File: config.mk
export PLATFORM = sky130hd
export DESIGN_NAME = store_commit_queue_flat
export DESIGN_NICKNAME = d
export VERILOG_FILES = /design/src/rtl/store_commit_queue_if.sv /design/src/rtl/store_commit_queue.sv /design/src/flat_wrapper.sv
export SDC_FILE = /design/constraint.sdc
export NUM_CORES = 1
export LEC_CHECK = 0
export ABC_CLOCK_PERIOD_IN_PS = 5050
export BUFFER_PORTS_ARGS = -buffer_cell sky130_fd_sc_hd__buf_4
export CORE_MARGIN = 2
export CORE_UTILIZATION = 57
export CTS_BUF_LIST = sky130_fd_sc_hd__clkbuf_4 sky130_fd_sc_hd__clkbuf_8
export CTS_CLUSTER_DIAMETER = 40
export CTS_CLUSTER_SIZE = 12
export DETAILED_ROUTE_END_ITERATION = 12
export PLACE_DENSITY_LB_ADDON = 0.12
export SLEW_MARGIN = 20
export SYNTH_ARGS = -nofsm -noshare
export SYNTH_HDL_FRONTEND = slang
export SYNTH_SLANG_ARGS = --single-unit
File: constraint.sdc
create_clock -name clock -period 5.05 [get_ports clock]
set_input_delay 0.7575 -clock clock [delete_from_list [all_inputs] [get_ports clock]]
set_output_delay 0.7575 -clock clock [all_outputs]
set_load 0.01 [all_outputs]
File: src/rtl/store_commit_queue_if.sv
// store_commit_queue_if: issue, retire, memory-write and status signals of the store commit queue.
// The queue connects through the slave modport; its environment uses master.
interface store_commit_queue_if #(
    parameter int DEPTH  = 8,
    parameter int TAG_W  = 5,
    parameter int ADDR_W = 32,
    parameter int DATA_W = 32
);
    logic                     st_valid;
    logic [TAG_W-1:0]         st_tag;
    logic [ADDR_W-1:0]        st_addr;
    logic [DATA_W-1:0]        st_data;
    logic                     st_ready;
    logic                     retire_store_ready;
    logic [TAG_W-1:0]         retire_rd_tag;
    logic                     retire_store_ack;
    logic                     flush_valid;
    logic                     dmem_req;
    logic [ADDR_W-1:0]        dmem_addr;
    logic [DATA_W-1:0]        dmem_wdata;
    logic                     dmem_gnt;
    logic [$clog2(DEPTH):0]   sq_count;
    logic                     err_dup_tag;

    modport master (
        output st_valid, st_tag, st_addr, st_data, retire_store_ready, retire_rd_tag,
               flush_valid, dmem_gnt,
        input  st_ready, retire_store_ack, dmem_req, dmem_addr, dmem_wdata, sq_count, err_dup_tag
    );

    modport slave (
        input  st_valid, st_tag, st_addr, st_data, retire_store_ready, retire_rd_tag,
               flush_valid, dmem_gnt,
        output st_ready, retire_store_ack, dmem_req, dmem_addr, dmem_wdata, sq_count, err_dup_tag
    );
endinterface

File: src/rtl/store_commit_queue.sv
// store_commit_queue: captures issued stores out of order by ROB tag and writes the ROB head
// store to data memory, acknowledging the retire once the write is granted.
module store_commit_queue #(
    parameter int DEPTH  = 8,
    parameter int TAG_W  = 5,
    parameter int ADDR_W = 32,
    parameter int DATA_W = 32
) (
    input logic                 clock,
    input logic                 nreset,
    store_commit_queue_if.slave sq
);
    localparam int IDX_W = $clog2(DEPTH);
    localparam int CNT_W = IDX_W + 1;

    typedef enum logic [1:0] {IDLE, REQ, ACK} state_t;

    state_t            state;
    logic [DEPTH-1:0]  valid, valid_nx, keep_mask;
    logic [TAG_W-1:0]  tag_q  [DEPTH];
    logic [ADDR_W-1:0] addr_q [DEPTH];
    logic [DATA_W-1:0] data_q [DEPTH];
    logic [IDX_W-1:0]  cur_idx, free_idx, dup_idx, match_idx, keep_idx, wr_idx;
    logic              dup_hit, match_hit, take, start, grant;
    logic              dmem_req, ack, err;
    logic [ADDR_W-1:0] dmem_addr;
    logic [DATA_W-1:0] dmem_wdata;
    logic [CNT_W-1:0]  count;

    // Descending scan so the lowest matching index wins.
    always_comb begin
        free_idx  = '0;
        dup_idx   = '0;
        match_idx = '0;
        dup_hit   = 1'b0;
        match_hit = 1'b0;
        for (int i = DEPTH - 1; i >= 0; i--) begin
            if (!valid[i]) free_idx = IDX_W'(i);
            if (valid[i] && tag_q[i] == sq.st_tag) begin
                dup_hit = 1'b1;
                dup_idx = IDX_W'(i);
            end
            if (valid[i] && tag_q[i] == sq.retire_rd_tag) begin
                match_hit = 1'b1;
                match_idx = IDX_W'(i);
            end
        end
    end

    always_comb begin
        count = '0;
        for (int i = 0; i < DEPTH; i++) count = count + CNT_W'(valid[i]);
    end

    assign take      = sq.st_valid && sq.st_ready && !sq.flush_valid;
    assign wr_idx    = dup_hit ? dup_idx : free_idx;
    assign start     = state == IDLE && sq.retire_store_ready && match_hit;
    assign grant     = state == REQ && sq.dmem_gnt;
    assign keep_idx  = start ? match_idx : cur_idx;
    // The entry being committed survives a flush; its write is already owed to the ROB.
    assign keep_mask = (state == REQ || start) ? DEPTH'(1) << keep_idx : '0;

    always_comb begin
        valid_nx = sq.flush_valid ? valid & keep_mask : valid;
        if (take) valid_nx[wr_idx] = 1'b1;
        if (grant) valid_nx[cur_idx] = 1'b0;
    end

    always_ff @(posedge clock) begin
        if (take) begin
            tag_q[wr_idx]  <= sq.st_tag;
            addr_q[wr_idx] <= sq.st_addr;
            data_q[wr_idx] <= sq.st_data;
        end
    end

    always_ff @(posedge clock or negedge nreset) begin
        if (!nreset) begin
            state      <= IDLE;
            valid      <= '0;
            cur_idx    <= '0;
            dmem_req   <= 1'b0;
            dmem_addr  <= '0;
            dmem_wdata <= '0;
            ack        <= 1'b0;
            err        <= 1'b0;
        end else begin
            valid <= valid_nx;
            ack   <= grant;
            if (take && dup_hit) err <= 1'b1;
            if (start) begin
                state      <= REQ;
                cur_idx    <= match_idx;
                dmem_req   <= 1'b1;
                dmem_addr  <= addr_q[match_idx];
                dmem_wdata <= data_q[match_idx];
            end else if (grant) begin
                state    <= ACK;
                dmem_req <= 1'b0;
            end else if (state == ACK) begin
                state <= IDLE;
            end
        end
    end

    assign sq.st_ready         = ~&valid;
    assign sq.retire_store_ack = ack;
    assign sq.dmem_req         = dmem_req;
    assign sq.dmem_addr        = dmem_addr;
    assign sq.dmem_wdata       = dmem_wdata;
    assign sq.sq_count         = count;
    assign sq.err_dup_tag      = err;
endmodule

File: src/flat_wrapper.sv
// flat-port wrapper written by rule: the top's interface ports become plain ports
module store_commit_queue_flat 
#(
    parameter int DEPTH  = 8,
    parameter int TAG_W  = 5,
    parameter int ADDR_W = 32,
    parameter int DATA_W = 32
)
  (clock, nreset, sq_st_valid, sq_st_tag, sq_st_addr, sq_st_data, sq_retire_store_ready, sq_retire_rd_tag, sq_flush_valid, sq_dmem_gnt, sq_st_ready, sq_retire_store_ack, sq_dmem_req, sq_dmem_addr, sq_dmem_wdata, sq_sq_count, sq_err_dup_tag);
  store_commit_queue_if #(.DEPTH(DEPTH), .TAG_W(TAG_W), .ADDR_W(ADDR_W), .DATA_W(DATA_W)) sq_i ();
  input logic clock;
  input logic nreset;
  input wire logic [$bits(sq_i.st_valid)-1:0] sq_st_valid;
  input wire logic [$bits(sq_i.st_tag)-1:0] sq_st_tag;
  input wire logic [$bits(sq_i.st_addr)-1:0] sq_st_addr;
  input wire logic [$bits(sq_i.st_data)-1:0] sq_st_data;
  input wire logic [$bits(sq_i.retire_store_ready)-1:0] sq_retire_store_ready;
  input wire logic [$bits(sq_i.retire_rd_tag)-1:0] sq_retire_rd_tag;
  input wire logic [$bits(sq_i.flush_valid)-1:0] sq_flush_valid;
  input wire logic [$bits(sq_i.dmem_gnt)-1:0] sq_dmem_gnt;
  output wire logic [$bits(sq_i.st_ready)-1:0] sq_st_ready;
  output wire logic [$bits(sq_i.retire_store_ack)-1:0] sq_retire_store_ack;
  output wire logic [$bits(sq_i.dmem_req)-1:0] sq_dmem_req;
  output wire logic [$bits(sq_i.dmem_addr)-1:0] sq_dmem_addr;
  output wire logic [$bits(sq_i.dmem_wdata)-1:0] sq_dmem_wdata;
  output wire logic [$bits(sq_i.sq_count)-1:0] sq_sq_count;
  output wire logic [$bits(sq_i.err_dup_tag)-1:0] sq_err_dup_tag;
  assign sq_i.st_valid = sq_st_valid;
  assign sq_i.st_tag = sq_st_tag;
  assign sq_i.st_addr = sq_st_addr;
  assign sq_i.st_data = sq_st_data;
  assign sq_i.retire_store_ready = sq_retire_store_ready;
  assign sq_i.retire_rd_tag = sq_retire_rd_tag;
  assign sq_i.flush_valid = sq_flush_valid;
  assign sq_i.dmem_gnt = sq_dmem_gnt;
  assign sq_st_ready = sq_i.st_ready;
  assign sq_retire_store_ack = sq_i.retire_store_ack;
  assign sq_dmem_req = sq_i.dmem_req;
  assign sq_dmem_addr = sq_i.dmem_addr;
  assign sq_dmem_wdata = sq_i.dmem_wdata;
  assign sq_sq_count = sq_i.sq_count;
  assign sq_err_dup_tag = sq_i.err_dup_tag;
  store_commit_queue #(.DEPTH(DEPTH), .TAG_W(TAG_W), .ADDR_W(ADDR_W), .DATA_W(DATA_W)) u_core (.clock(clock), .nreset(nreset), .sq(sq_i));
endmodule
==> out/results.ini <==
[die]
die-width_microns = 212
rows = 76
pin_count = 152
initial_utilization_pct = 57.5
core_area_sq_mm = 0.0429
die_h_microns = 212
dieArea_sq_mm = 0.0449

[clocking]
ctsHtreeMaxLevel = 3
postCtsHoldBufs = 0
clkSinkCount = 632
ctsLongestPathBuffers = 3
clock-root-buffer = clkbuf_8
cts_setup_buffers = 0
cts_buffers = 75
tritoncts = yes
worstSkewPairLatency_ps = 620
postCtsResizedCells = 0
worst_setup_hold_path_clk_slew_ps = 70

[worst_hold_path]
class_of_the_tightest_hold_or_removal_check = input pin to async pin

[logic_synthesis]
ys_async_sr_fraction_pct = 12.7
synth.cell_area_sq_mm = 0.0247
synth_fp_nets = 1411
synth_enable_flop_cells = 552
synth_ff_type = edfxtp_1
avgSynthCellArea_sq_um = 18.6
netlist.top_cell.by_area = edfxtp_1
ys_top_cells_by_count = edfxtp_1, mux2i_1, dfrtp_1
synth.top_cell.area_share_pct = 67.2
synth.area.top_cells = edfxtp_1, dfrtp_1, mux4_2
synth_cell_types = 53
postSynthRegisterBits = 632
synthMostInstantiatedCell = edfxtp_1
sequential_area_share_after_synthesis_pct = 75.4
post_synth_inst_count = 1324
synth-warning-count = 0

[power]
peakVddDrop_mv = 0.266
net-switching-power_mw = 2.06
cellInternalPower_mw = 7.88
p_total_mw = 9.94
switching_share_pct = 20.7
clkPwrFrac_pct = 38.1
leakage_nw = 10.8
total_power_density_per_cell_area_mw_per_mm2 = 352
share_seq_of_total_power_pct = 58.2
comb_power_share_pct = 3.7

[timing]
fin_hold_ws_ps = 291
finalHoldViolations = 0
skew_ps = 26.2
clock.fmax_ghz = 0.236
timing_worst_slew_pin_value_ps = 1100
report.final.setup_viol = 0
worst_slew_margin_rel_pct = 26.7
timing.final.max_slew_violations = 0
timing.final.crit_period_ps = 4230
setup_ws_ps = 821
post-route-period-util_pct = 83.7
rsz0062_at_grt = false

[setup_path]
regToRegStartpoint = u_core.tag_q[1][1]$_DFFE_PP_
rr_worst_depth = 8
crit_required_ps = 4290
timing.critical_path.fanout_max = 7
crit_type = flop to output pin
critPathArrivalTime_ps = 3470
reg2reg_slack_ps = 1460
timing.rr.end = u_core.data_q[5][28]$_DFFE_PP_
cp-startpoint = u_core.valid[1]$_DFF_PN0_
start_kind = flop
worst_setup_path_end_kind = output pin

[routing]
ant_nets = 0
vias_per_cell = 5.92
drt_pass1_iterations = 5
drtIter0Drc = 936
wirelength_microns = 52000
drt_drc_violations_left = 0
routedWlPerCell_microns = 24.1
dr_total_vias = 12800

[finish]
fillerInstances = 2968
syn_to_final_growth_pct = 14.6
final_cell_count_no_fill = 2161
final_layout_size_suffix_gt1_share_pct = 25.5
fin_util_pct = 65.9
num-nets-final = 1603

[job]
max-cap-violations = 0

[placed_design]
gp_congestion = 0.847
cell_count_post_placement = 2024
place_hpwl_microns = 28900
pre_cts_slack_ps = 974
io_buffers = 151

[global_routing]
vias_in_the_first_global_route = 13200
largest_net_degree_at_the_start_of_global_routing = 104
gr-usage-all-layers_pct = 23.7
grt.overflow.total = 0
antenna_found_initial = 1
grt_pass1_wl_microns = 78500

[outcome]
status = finished clean

worst max-delay path by stage:
stage	endpoint	slack, ps	cells past startpoint
global route	sq_sq_count[1]	700	10
global placement	u_core.addr_q[5][6]$_DFFE_PP_	1020	9
finish	sq_sq_count[1]	820	10
detailed placement	u_core.data_q[5][28]$_DFFE_PP_	970	9
floorplan	u_core.addr_q[0][0]$_DFFE_PP_	-560	8
CTS	sq_sq_count[1]	780	10
layer usage:
metal	vias to the layer above	GRT usage (%)	part of all wire, %
met1	6607	33.6	43
met3	70	3.63	6.3
met5	-	0	0
met2	453	38.0	48
met4	0	8.06	2.2
li1	5660	-	-
stage by stage:
stage,area (sq um),setup TNS [ps]
final,28300,0
after floorplan,24700,-215440
after detailed placement,26600,0
after CTS,28200,0
after global placement,26600,0
after global routing,28300,0
layout by cell type (no fill, tap or decap), types with 3 or more instances in the layout:
master / instances
nor3b_1: 4
xor2_1: 51
inv_6: 6
nand4_1: 6
buf_12: 9
nor3_1: 7
o21ai_0: 9
clkinv_4: 4
clkinv_2: 7
a2bb2oi_1: 19
nor2_4: 8
clkinvlp_4: 5
clkbuf_8: 81
o211ai_1: 19
o221ai_1: 22
a21boi_0: 3
a221o_1: 24
o22ai_1: 25
a31oi_1: 4
bufinv_16: 5
buf_4: 171
edfxtp_1: 552
a21oi_1: 8
dfrtp_1: 80
nor4_1: 20
clkbuf_4: 27
nor2_1: 11
inv_1: 17
fa_1: 4
and3_1: 8
mux2i_1: 128
xnor2_1: 30
nand3_1: 10
nor2b_1: 7
ha_1: 3
mux4_2: 64
a21o_1: 23
nand2_1: 63
registers in the layout, indices dropped and copies added, names as in the netlist:
signal / flops
u_core.sq.retire_store_ack: 1
u_core.data_q: 256
u_core.addr_q: 256
u_core.state: 2
u_core.tag_q: 40
u_core.valid: 8
u_core.sq.dmem_req: 1
u_core.sq.err_dup_tag: 1
u_core.cur_idx: 3
u_core.sq.dmem_wdata: 32
u_core.sq.dmem_addr: 32
power by group through the flow:
| stage | registers [mW] | logic (mW) | clock network [mW] |
|---|---|---|---|
| 2_1_floorplan | 5.91 | 0.138 | 0 |
| 3_3_place_gp | 5.90 | 0.358 | 0 |
| 3_5_place_dp | 5.90 | 0.370 | 0 |
| 4_1_cts | 5.79 | 0.371 | 3.87 |
| 5_1_grt | 5.79 | 0.402 | 4.07 |
| 6_report | 5.79 | 0.368 | 3.79 |
cell type report:
type	count	area, sq um	share of cell area (%)
Timing Repair Buffer	180	1460	5.18
Multi-Input combinational cell	610	5780	20.5
Antenna cell	1	2.50	0.00886
Inverter	17	63.8	0.226
Clock inverter	28	314	1.11
Sequential cell	632	18600	65.8
Tap cell	585	732	2.59
Clock buffer	108	1320	4.66
kinds of logic (layout without fill, tap and decap cells):
group,count (synthesis),count (layout),share of synthesized area [%]
simple gates,160,160,3.22
flops,632,632,75.4
mux,193,193,11.1
compound gates,169,169,5.35
fa+ha+maj,7,7,0.477
other cells,0,1,0
buf+inv,82,333,1.61
xor+xnor,81,81,2.88
worst max-delay path, stage by stage, from the launching register on:
cell	delay, ps
dfrtp_1	480
ha_1	320
inv_1	40
fa_1	440
fa_1	490
inv_1	50
fa_1	380
inv_1	90
fa_1	380
inv_1	60
buf_4	110
Power figures use the tool's default switching activity.
